`src/rtl/tick_burst_gen_if.sv`:
```
// Handshake bundle between a burst requester and tick_burst_gen:
// start/count/gap/abort in, tick/busy/done back.
interface tick_burst_gen_if #(
  parameter int N = 4,
  parameter int W = 8
);
  logic         start;
  logic [N-1:0] count;
  logic [W-1:0] gap;
  logic         abort;
  logic         tick;
  logic         busy;
  logic         done;

  modport master (
    output start, count, gap, abort,
    input  tick, busy, done
  );

  modport slave (
    input  start, count, gap, abort,
    output tick, busy, done
  );
endinterface

```
`src/rtl/tick_burst_gen.sv`:
```
// Burst tick generator: after an accepted start it emits `count` single-cycle
// ticks spaced by `gap` idle cycles, then pulses done; abort cancels silently.
module tick_burst_gen #(
  parameter int N = 4,
  parameter int W = 8
) (
  input  logic             clk,
  input  logic             reset,
  tick_burst_gen_if.slave  bus
);

  typedef enum logic [1:0] {
    S_IDLE = 2'd0,
    S_TICK = 2'd1,
    S_GAP  = 2'd2,
    S_DONE = 2'd3
  } state_t;

  state_t       state_q, state_d;
  logic [N-1:0] remaining_q, remaining_d;
  logic [W-1:0] gap_cfg_q, gap_cfg_d;
  logic [W-1:0] gap_cnt_q, gap_cnt_d;
  logic         tick_q, busy_q, done_q;
  logic [N-1:0] rem_dec_s;

  // Saturating decrement keeps remaining from ever wrapping below zero.
  assign rem_dec_s = (remaining_q == N'(0)) ? N'(0) : remaining_q - N'(1);

  // Next-state and counter update rules.
  always_comb begin
    state_d     = state_q;
    remaining_d = remaining_q;
    gap_cfg_d   = gap_cfg_q;
    gap_cnt_d   = gap_cnt_q;
    case (state_q)
      S_IDLE, S_DONE: begin
        if (bus.start) begin
          remaining_d = bus.count;
          gap_cfg_d   = bus.gap;
          gap_cnt_d   = W'(0);
          if (bus.count == N'(0)) begin
            state_d = S_DONE;
          end else begin
            state_d = S_TICK;
          end
        end else begin
          state_d = S_IDLE;
        end
      end
      S_TICK: begin
        if (bus.abort) begin
          state_d     = S_IDLE;
          remaining_d = N'(0);
          gap_cnt_d   = W'(0);
        end else begin
          remaining_d = rem_dec_s;
          if (rem_dec_s == N'(0)) begin
            state_d = S_DONE;
          end else if (gap_cfg_q == W'(0)) begin
            state_d = S_TICK;
          end else begin
            state_d   = S_GAP;
            gap_cnt_d = gap_cfg_q - W'(1);
          end
        end
      end
      S_GAP: begin
        if (bus.abort) begin
          state_d     = S_IDLE;
          remaining_d = N'(0);
          gap_cnt_d   = W'(0);
        end else if (gap_cnt_q == W'(0)) begin
          state_d = S_TICK;
        end else begin
          gap_cnt_d = gap_cnt_q - W'(1);
        end
      end
      default: begin
        state_d     = S_IDLE;
        remaining_d = N'(0);
        gap_cnt_d   = W'(0);
      end
    endcase
  end

  // State, counters and outputs; outputs are registered from the next state
  // so they always equal a decode of the state register.
  always_ff @(posedge clk or negedge reset) begin
    if (!reset) begin
      state_q     <= S_IDLE;
      remaining_q <= N'(0);
      gap_cfg_q   <= W'(0);
      gap_cnt_q   <= W'(0);
      tick_q      <= 1'b0;
      busy_q      <= 1'b0;
      done_q      <= 1'b0;
    end else begin
      state_q     <= state_d;
      remaining_q <= remaining_d;
      gap_cfg_q   <= gap_cfg_d;
      gap_cnt_q   <= gap_cnt_d;
      tick_q      <= (state_d == S_TICK);
      busy_q      <= (state_d == S_TICK) || (state_d == S_GAP);
      done_q      <= (state_d == S_DONE);
    end
  end

  assign bus.tick = tick_q;
  assign bus.busy = busy_q;
  assign bus.done = done_q;

endmodule

```
`src/flat_wrapper.sv`:
```
// flat-port wrapper written by rule: the top's interface ports become plain ports
module tick_burst_gen_flat 
#(
  parameter int N = 4,
  parameter int W = 8
)
  (clk, reset, bus_start, bus_count, bus_gap, bus_abort, bus_tick, bus_busy, bus_done);
  tick_burst_gen_if #(.N(N), .W(W)) bus_i ();
  input  logic clk;
  input  logic reset;
  input wire logic [$bits(bus_i.start)-1:0] bus_start;
  input wire logic [$bits(bus_i.count)-1:0] bus_count;
  input wire logic [$bits(bus_i.gap)-1:0] bus_gap;
  input wire logic [$bits(bus_i.abort)-1:0] bus_abort;
  output wire logic [$bits(bus_i.tick)-1:0] bus_tick;
  output wire logic [$bits(bus_i.busy)-1:0] bus_busy;
  output wire logic [$bits(bus_i.done)-1:0] bus_done;
  assign bus_i.start = bus_start;
  assign bus_i.count = bus_count;
  assign bus_i.gap = bus_gap;
  assign bus_i.abort = bus_abort;
  assign bus_tick = bus_i.tick;
  assign bus_busy = bus_i.busy;
  assign bus_done = bus_i.done;
  tick_burst_gen #(.N(N), .W(W)) u_core (.clk(clk), .reset(reset), .bus(bus_i));
endmodule
```
`config.mk`:
```
export PLATFORM = sky130hd
export DESIGN_NAME = tick_burst_gen_flat
export DESIGN_NICKNAME = d
export VERILOG_FILES = /design/src/rtl/tick_burst_gen_if.sv /design/src/rtl/tick_burst_gen.sv /design/src/flat_wrapper.sv
export SDC_FILE = /design/constraint.sdc
export NUM_CORES = 1
export LEC_CHECK = 0
export CORE_UTILIZATION = 37
export DETAILED_ROUTE_END_ITERATION = 10
export PLACE_DENSITY = 0.6
export RECOVER_POWER = 100
export SYNTH_ARGS = -nofsm -noshare
export SYNTH_HDL_FRONTEND = slang
export SYNTH_SLANG_ARGS = --single-unit
```
`constraint.sdc`:
```
create_clock -name clk -period 2.5 [get_ports clk]
set_clock_uncertainty 0.05 [all_clocks]
set_input_delay 0.25 -clock clk [delete_from_list [all_inputs] [get_ports clk]]
set_output_delay 0.25 -clock clk [all_outputs]
set_load 0.05 [all_outputs]
```
After elaboration in Yosys (flattened, before gate mapping) --
Cells that the tools add are included.
Storage, ports and cells: input bits 16, register bits 25, output and inout port bits 3
Operators by class: equality and inequality tests 11, reduce and logical (&&, ||, !) cells 11, muxes and demuxes 20, add/sub/neg operators 3
Operators with widths (number):
- $mux 8 | 6
- $pmux 8 s3 | 1
- $logic_not 8->1 | 2
- $mux 4 | 4
- $sub 8x1->8 const B | 2
- $mux 2 | 7
- $logic_not 4->1 | 3
- $pmux 4 s3 | 1
- $ne 3x3->1 const B | 3
- $eq 2x2->1 const B | 4
- $pmux 2 s3 | 1
- $eq 2x1->1 const B | 2
- $ne 2x2->1 const B | 2
- $reduce_and 2->1 | 2
- $reduce_and 4->1 | 1
- $sub 4x1->4 const B | 1
- $logic_not 2->1 | 1
- $reduce_or 2->1 | 1
- $logic_or 1x1->1 | 1

Depth between registers and ports, before layout --
Gate-level depths: netlist of the first run.
depth in word-level cells 8, mapped depth 9

Worst setup path before layout of the first run --
OpenSTA, ideal clock, no wires.
path type register to register, from register u_core.gap_cnt_q[0], to register u_core.busy_q, in the netlist u_core.bus.busy, data arrival time 2.013 ns, stages on the path, launching flop included 9, path slack 0.374 ns, period minus slack after synthesis 2.126 ns, library setup time 0.063 ns, cell sequence dfrtp_1 > inv_1 > ha_1 > or4b_1 > nor4_1 > o21ai_0 > a21oi_1 > ha_1 > inv_1
Between the ends: cells in the longest elaborated chain, start to end 6
Ends and longest elaborated chain:
- start, declared | line tick_burst_gen.sv:22 | logic [W-1:0] gap_cnt_q, gap_cnt_d;
- start signal, assigned | line tick_burst_gen.sv:101 | gap_cnt_q <= gap_cnt_d;
- $logic_not 8->1 (*) | line tick_burst_gen.sv:72 | end else if (gap_cnt_q == W'(0)) begin
- $mux 2 (*) | line tick_burst_gen.sv:72
- $mux 2 (*) | line tick_burst_gen.sv:68 | if (bus.abort) begin
- $pmux 2 s3 (*) | line tick_burst_gen.sv:35 | case (state_q)
- via u_core.state_d[0] | line tick_burst_gen.sv:19 | state_t state_q, state_d;
- $eq 2x1->1 or $eq 2x2->1 (tied branches) | line tick_burst_gen.sv:103 | busy_q <= (state_d == S_TICK) || (state_d == S_GAP);
- $logic_or 1x1->1 (*) | line tick_burst_gen.sv:103
- end signal, assigned | line tick_burst_gen.sv:103
- end, declared | line tick_burst_gen.sv:23 | logic tick_q, busy_q, done_q;
The timed path passes the listed nets; every way through them passes the cells marked *. A chain may end at the register's enable or synchronous reset.

Worst setup path in the final report of the first run --
from register u_core.state_q[1], to register u_core.gap_cnt_q[0]
Between the ends: cells in the longest elaborated chain, start to end 4
Ends and longest elaborated chain:
- start, declared | line tick_burst_gen.sv:19
- start signal, assigned | line tick_burst_gen.sv:98 | state_q <= state_d;
- $eq 2x2->1 or $logic_not 2->1 (tied branches) | line tick_burst_gen.sv:35
- $reduce_or 2->1 | line tick_burst_gen.sv:35
- $ne 2x2->1 (no line)
- $reduce_and 4->1 (no line)
Several ways; a longest one is shown, not always the timed one.

==> qor.yml, run 1 <==
status: "finished, final reports clean"
cts_setup_buffers: 0
avgSynthCellArea_um2: 10.0
vdd_drop_max_mv: 0.490
cts-root-buf: "clkbuf_8"
worst_setup_path_end_kind: "register"
hold_ws_ns: 0.524
firstDrtPassIters: 4
final_common_cell: "dfrtp_1"
post-route-util_pct: 46.6
design.core.area_mm2: 0.00403
worstHoldPathType: "reg2reg"
antenna_cells: 0
ys_seq_elements: 25
drv_cap: 0
min_period_ns: 2.36
nNetsFinal: 207
ant_nets: 0
synth_cells: 156
drtIter0Drc: 147
critPathMaxFanout: 8
die_w_um: 67.1
drc: 0
finalHoldViolCount: 0
antenna_found_initial: 0
crit_arrival_ns: 2.46
post_drt_wl_per_cell_um: 13.8
gp_congestion: 1.04
cts-htree-levels: 1
dp_hpwl_um: 2560
power_density_mw_per_mm2: 1320
area_growth_pct: 19.9
ioPinCount: 19
io_buffers: 18
yosysUniqueCellTypes: 38
clk_pin_slew_ns: 0.08
synth_fp_nets: 179
startpoint_type: "register"
synth_edf_count: 0
setup_violations: 0
start_util_pct: 38.9
grt-ovfl-total: 0
power_w: 0.00248
rows: 23
synth_area_mm2: 0.00157
grt_max_degree: 26
power_leakage_nw: 0.792
layout_common_cells: "dfrtp_1 (25), o21ai_0 (18), clkdlybuf4s50_1 (14)"
cts_tree: "built"
ys_async_sr_fraction_pct: 100
fmax_mhz: 424
grt_pass1_wl_um: 5490
vias: 1282
rr_worst_depth: 7
avgViaCountPerCell: 5.50
yosys_warnings: 0
cts-hold-fix-buffers: 0
drive_above_1_share_pct: 15.8
grt_usage_pct: 16.3
fp.dieArea_mm2: 0.00450
ys_seq_area_share_pct: 39.9
tns_ns: 0
cts_made_buffers: 3
wl_um: 3220
die_h_um: 67.1
cts_sinks: 25
grt_pass1_vias: 1153
critPathKind: "reg2reg"
period_share_pct: 94.3
yosys_most_used_dff: "dfrtp_1"
clockBufferDepth: 2
rsz0062_at_grt: "no"
final-max-slew-violation-count: 0
maxSlewHeadroom_pct: 9.64
worstMarginPinSlew_ns: 1.36
cp.required_ns: 2.60
clk_latency_ns: 0.26
whs_path_depth: 2
where the power goes:
part	switching (W)	internal [W]
clock	0.000117	0.000114
combinational	0.000745	0.000681
sequential	0.000233	0.000589
cell usage after synthesis, drive strengths merged, types with 3 or more instances:
master / number / area (um2)
a21oi: 7 / 35.0
a22oi: 3 / 22.5
dfrtp: 25 / 626
ha: 7 / 87.6
inv: 9 / 33.8
mux2: 11 / 135
nand2: 8 / 30.0
nand2b: 7 / 43.8
nor2: 12 / 45.0
nor2b: 3 / 18.8
nor3: 5 / 25.0
nor3b: 3 / 22.5
nor4: 5 / 61.3
o21ai: 18 / 90.1
o22ai: 3 / 25.0
xnor2: 3 / 26.3
xor2: 5 / 43.8
timing repair:
item                                    in CTS  in global routing
endpoints found under the hold margin        0                  0
endpoints found under the setup margin       0                  1
resized for setup                            0                  1
worst paths after layout:
kind / end / slack (ns) / from
worst min register to register: u_core.remaining_q[1] / 0.52 / u_core.remaining_q[1]
worst max register to register: u_core.gap_cnt_q[0] / 0.14 / u_core.state_q[1]
worst min-delay path: u_core.remaining_q[1] / 0.52 / u_core.remaining_q[1]
worst max-delay path: u_core.gap_cnt_q[0] / 0.14 / u_core.state_q[1]
min in group asynchronous: u_core.bus.busy / 0.76 / reset
max in group asynchronous: u_core.remaining_q[1] / 0.84 / reset
kinds of logic after synthesis:
| kind of cell | count (synthesis) | synth area share, % |
|---|---|---|
| adder cells (fa/ha/maj) | 7 | 5.59 |
| AND/OR/NAND/NOR | 52 | 20.8 |
| AO/OA/AOI/OAI | 41 | 16.6 |
| XOR/XNOR | 8 | 4.47 |
| multiplexers | 11 | 8.63 |
| flip-flops | 25 | 39.9 |
| buffers and inverters | 12 | 3.91 |
routing by layer:
layer,track usage [%],vias up,wire length [um],share of wire [%]
met5,0,-,0,0
met3,3.60,2,163,5.1
met2,25.3,38,1500,47
met1,22.9,623,1530,48
li1,-,619,-,-
met4,3.99,0,19,0.59
sequential cells by signal (all words and copies together), names as in the netlist:
| name | flops |
|---|---|
| u_core.bus.tick | 1 |
| u_core.gap_cfg_q | 8 |
| u_core.bus.busy | 1 |
| u_core.gap_cnt_q | 8 |
| u_core.remaining_q | 4 |
| u_core.state_q | 2 |
| u_core.bus.done | 1 |
layout make-up:
class                           instances  area, um2
Inverter                                9       33.8
Multi-Input combinational cell        119        886
Fill cell                             390       2150
Sequential cell                        25        626
Clock buffer                            4       45.0
Timing Repair Buffer                   26        225
Tap cell                               50       62.6
stage by stage:
stage | setup slack (ns) | area [um2] | instances
floorplan | 0.374 | 1570 | 156
global placement | 0.149 | 1840 | 229
detailed placement | 0.0843 | 1840 | 229
CTS | 0.159 | 1890 | 233
global route | 0.00588 | 1880 | 233
finish | 0.142 | 1880 | 233
critical path, stage by stage, from the launching register on:
cell and delay, ns:
dfrtp_1 0.41, inv_1 0.07, ha_1 0.16, nor2b_1 0.28
or2b_2 0.33, o22ai_2 0.24, nand2b_1 0.38, mux2_4 0.33
Note: power is estimated with default switching activity, not from simulation.
==> run 2: changes to the inputs <==
- CORE_MARGIN: unset -> 5
==> qor.yml, run 2 (synthesized netlist as in run 1, its figures left out) <==
status: "finished, final reports clean"
fp.dieArea_mm2: 0.00563  # +25%
final_area_mm2: 0.00187  # -0.67%
hold_ws_ns: 0.528  # +0.00428 ns
firstDrtPassIters: 4  # unchanged
power_density_mw_per_mm2: 1330  # +0.71%
dr_wl_met3_um: 208  # +28%
min_period_ns: 2.30  # -0.0559 ns
crit_start: "u_core.state_q[1]"
finalHoldViolCount: 0  # unchanged
rows: 23  # unchanged
rrSetupSlack_ns: 0.20  # +0.06 ns
worstHoldPathType: "reg2reg"
cts_tree: "built"
largestRegisters: "u_core.gap_cfg_q (8), u_core.gap_cnt_q (8), u_core.remaining_q (4)"
dp_hpwl_um: 2740  # +6.7%
num-fill-cells: 388  # -0.51%
cts_made_buffers: 3  # unchanged
crit_end: "u_core.gap_cnt_q[1]"
grt_usage_pct: 13.3  # -3.1 points
design.core.area_mm2: 0.00406  # +0.71%
drv_cap: 0  # unchanged
setup_violations: 0  # unchanged
grt_pass1_vias: 1187  # +2.9%
power_leakage_nw: 0.786  # -0.79%
critPathKind: "reg2reg"
grt_max_degree: 26  # unchanged
io_buffers: 18  # unchanged
final_common_cell: "dfrtp_1"
clockBufferDepth: 2  # unchanged
die_w_um: 75.1  # +12%
die_h_um: 75.1  # +12%
drc: 0  # unchanged
cts_setup_buffers: 0  # unchanged
cp.required_ns: 2.61  # about the same
nNetsFinal: 207  # unchanged
layout_common_cells: "dfrtp_1 (25), o21ai_0 (18), clkdlybuf4s50_1 (14)"
route.met2.wl_um: 1700  # +13%
clk_pin_slew_ns: 0.09  # about the same
area_growth_pct: 19.1
power_w: 0.00248  # about the same
cts_sinks: 25  # unchanged
wl_met1_um: 1550  # +1.2%
grt_pass1_wl_um: 5790  # +5.4%
reg2reg_from: "u_core.state_q[1]"
ioPinCount: 19  # unchanged
drtIter0Drc: 76  # -48%
ant_nets: 0  # unchanged
cts-htree-levels: 1  # unchanged
highest_layer: "met4"
worstMarginPinSlew_ns: 1.37  # +0.0193 ns
worst_r2r_endpoint: "u_core.gap_cnt_q[1]"
fmax_mhz: 434  # +2.4%
vias: 1279  # -0.23%
placed_area_mm2: 0.00184  # unchanged
gp_congestion: 0.916  # -12%
final-max-slew-violation-count: 0  # unchanged
cts_resized: 0  # unchanged
start_util_pct: 38.6  # -0.28 points
cts-root-buf: "clkbuf_8"
post_drt_wl_per_cell_um: 14.9  # +8.0%
avgViaCountPerCell: 5.49  # -0.23%
clk_latency_ns: 0.27  # about the same
cts-hold-fix-buffers: 0  # unchanged
critPathMaxFanout: 8  # unchanged
vdd_drop_max_mv: 0.462  # -5.7%
antenna_found_initial: 0  # unchanged
rsz0062_at_grt: "no"
grt-ovfl-total: 0  # unchanged
drive_above_1_share_pct: 14.2  # -1.6 points
maxSlewHeadroom_pct: 8.36  # -1.3 points
crit_arrival_ns: 2.41  # -0.05 ns
startpoint_type: "register"
rr_worst_depth: 7  # unchanged
wl_um: 3470  # +8.0%
antenna_cells: 0  # unchanged
period_share_pct: 92.1  # -2.2 points
tns_ns: 0  # unchanged
worst_setup_path_end_kind: "register"
-- run 2: changes by cell type in the layout (fill, tap and decap cells not counted), sizes merged --
| cell | change |
|---|---|
| clkbuf | -1 |
| clkinvlp | +1 |
-- run 2: cell type report --
cell class                 instances  area [um2]  area share, %
multi-input combinational        119         870           46.6
sequential                        25         626           33.5
timing repair buffer              26         225           12.1
tap                               50        62.6           3.35
clock buffer                       3        41.3           2.21
inverter                           9        33.8           1.81
clock inverter                     1        7.51          0.402
-- run 2: worst max-delay path, stage by stage, from the launching register on --
cell and delay (ns):
dfrtp_1 0.41, inv_1 0.07, ha_1 0.14, nor2b_1 0.25, or2b_2 0.33, o22ai_2 0.23, nand2b_1 0.34, mux2_1 0.36
-- run 2: worst min path at each step --
stage                              from                   to  slack (ns)  cells past startpoint
floorplan                         reset      u_core.bus.busy        -0.1                      0
global placement    u_core.gap_cnt_q[1]  u_core.gap_cnt_q[1]        0.50                      1
detailed placement  u_core.gap_cnt_q[1]  u_core.gap_cnt_q[1]        0.52                      1
CTS                               reset  u_core.gap_cfg_q[0]        0.29                      2
global route                 bus_gap[7]  u_core.gap_cfg_q[7]        0.53                      2
finish              u_core.gap_cnt_q[1]  u_core.gap_cnt_q[1]        0.53                      1
-- run 2: through the flow --
| stage | instances | util (%) | worst slack [ns] |
|---|---|---|---|
| global placement | 229 | 45.4 | 0.127 |
| detailed placement | 229 | 45.4 | 0.0584 |
| floorplan | 156 | - | 0.374 |
| global route | 233 | 46.0 | 0.0350 |
| finish | 233 | 46.0 | 0.198 |
| CTS | 233 | 46.6 | 0.121 |
-- run 2: where the power goes --
| part | internal, W | switching [W] |
|---|---|---|
| Combinational | 0.000662 | 0.000744 |
| Clock | 0.000113 | 0.000135 |
| Sequential | 0.000588 | 0.000236 |
| Total | 0.00136 | 0.00112 |
-- run 2: metal layers --
layer,up-vias,track usage [%]
li1,623,-
met1,621,18.6
met2,33,21.1
met3,2,3.07
met4,0,2.37
met5,-,0
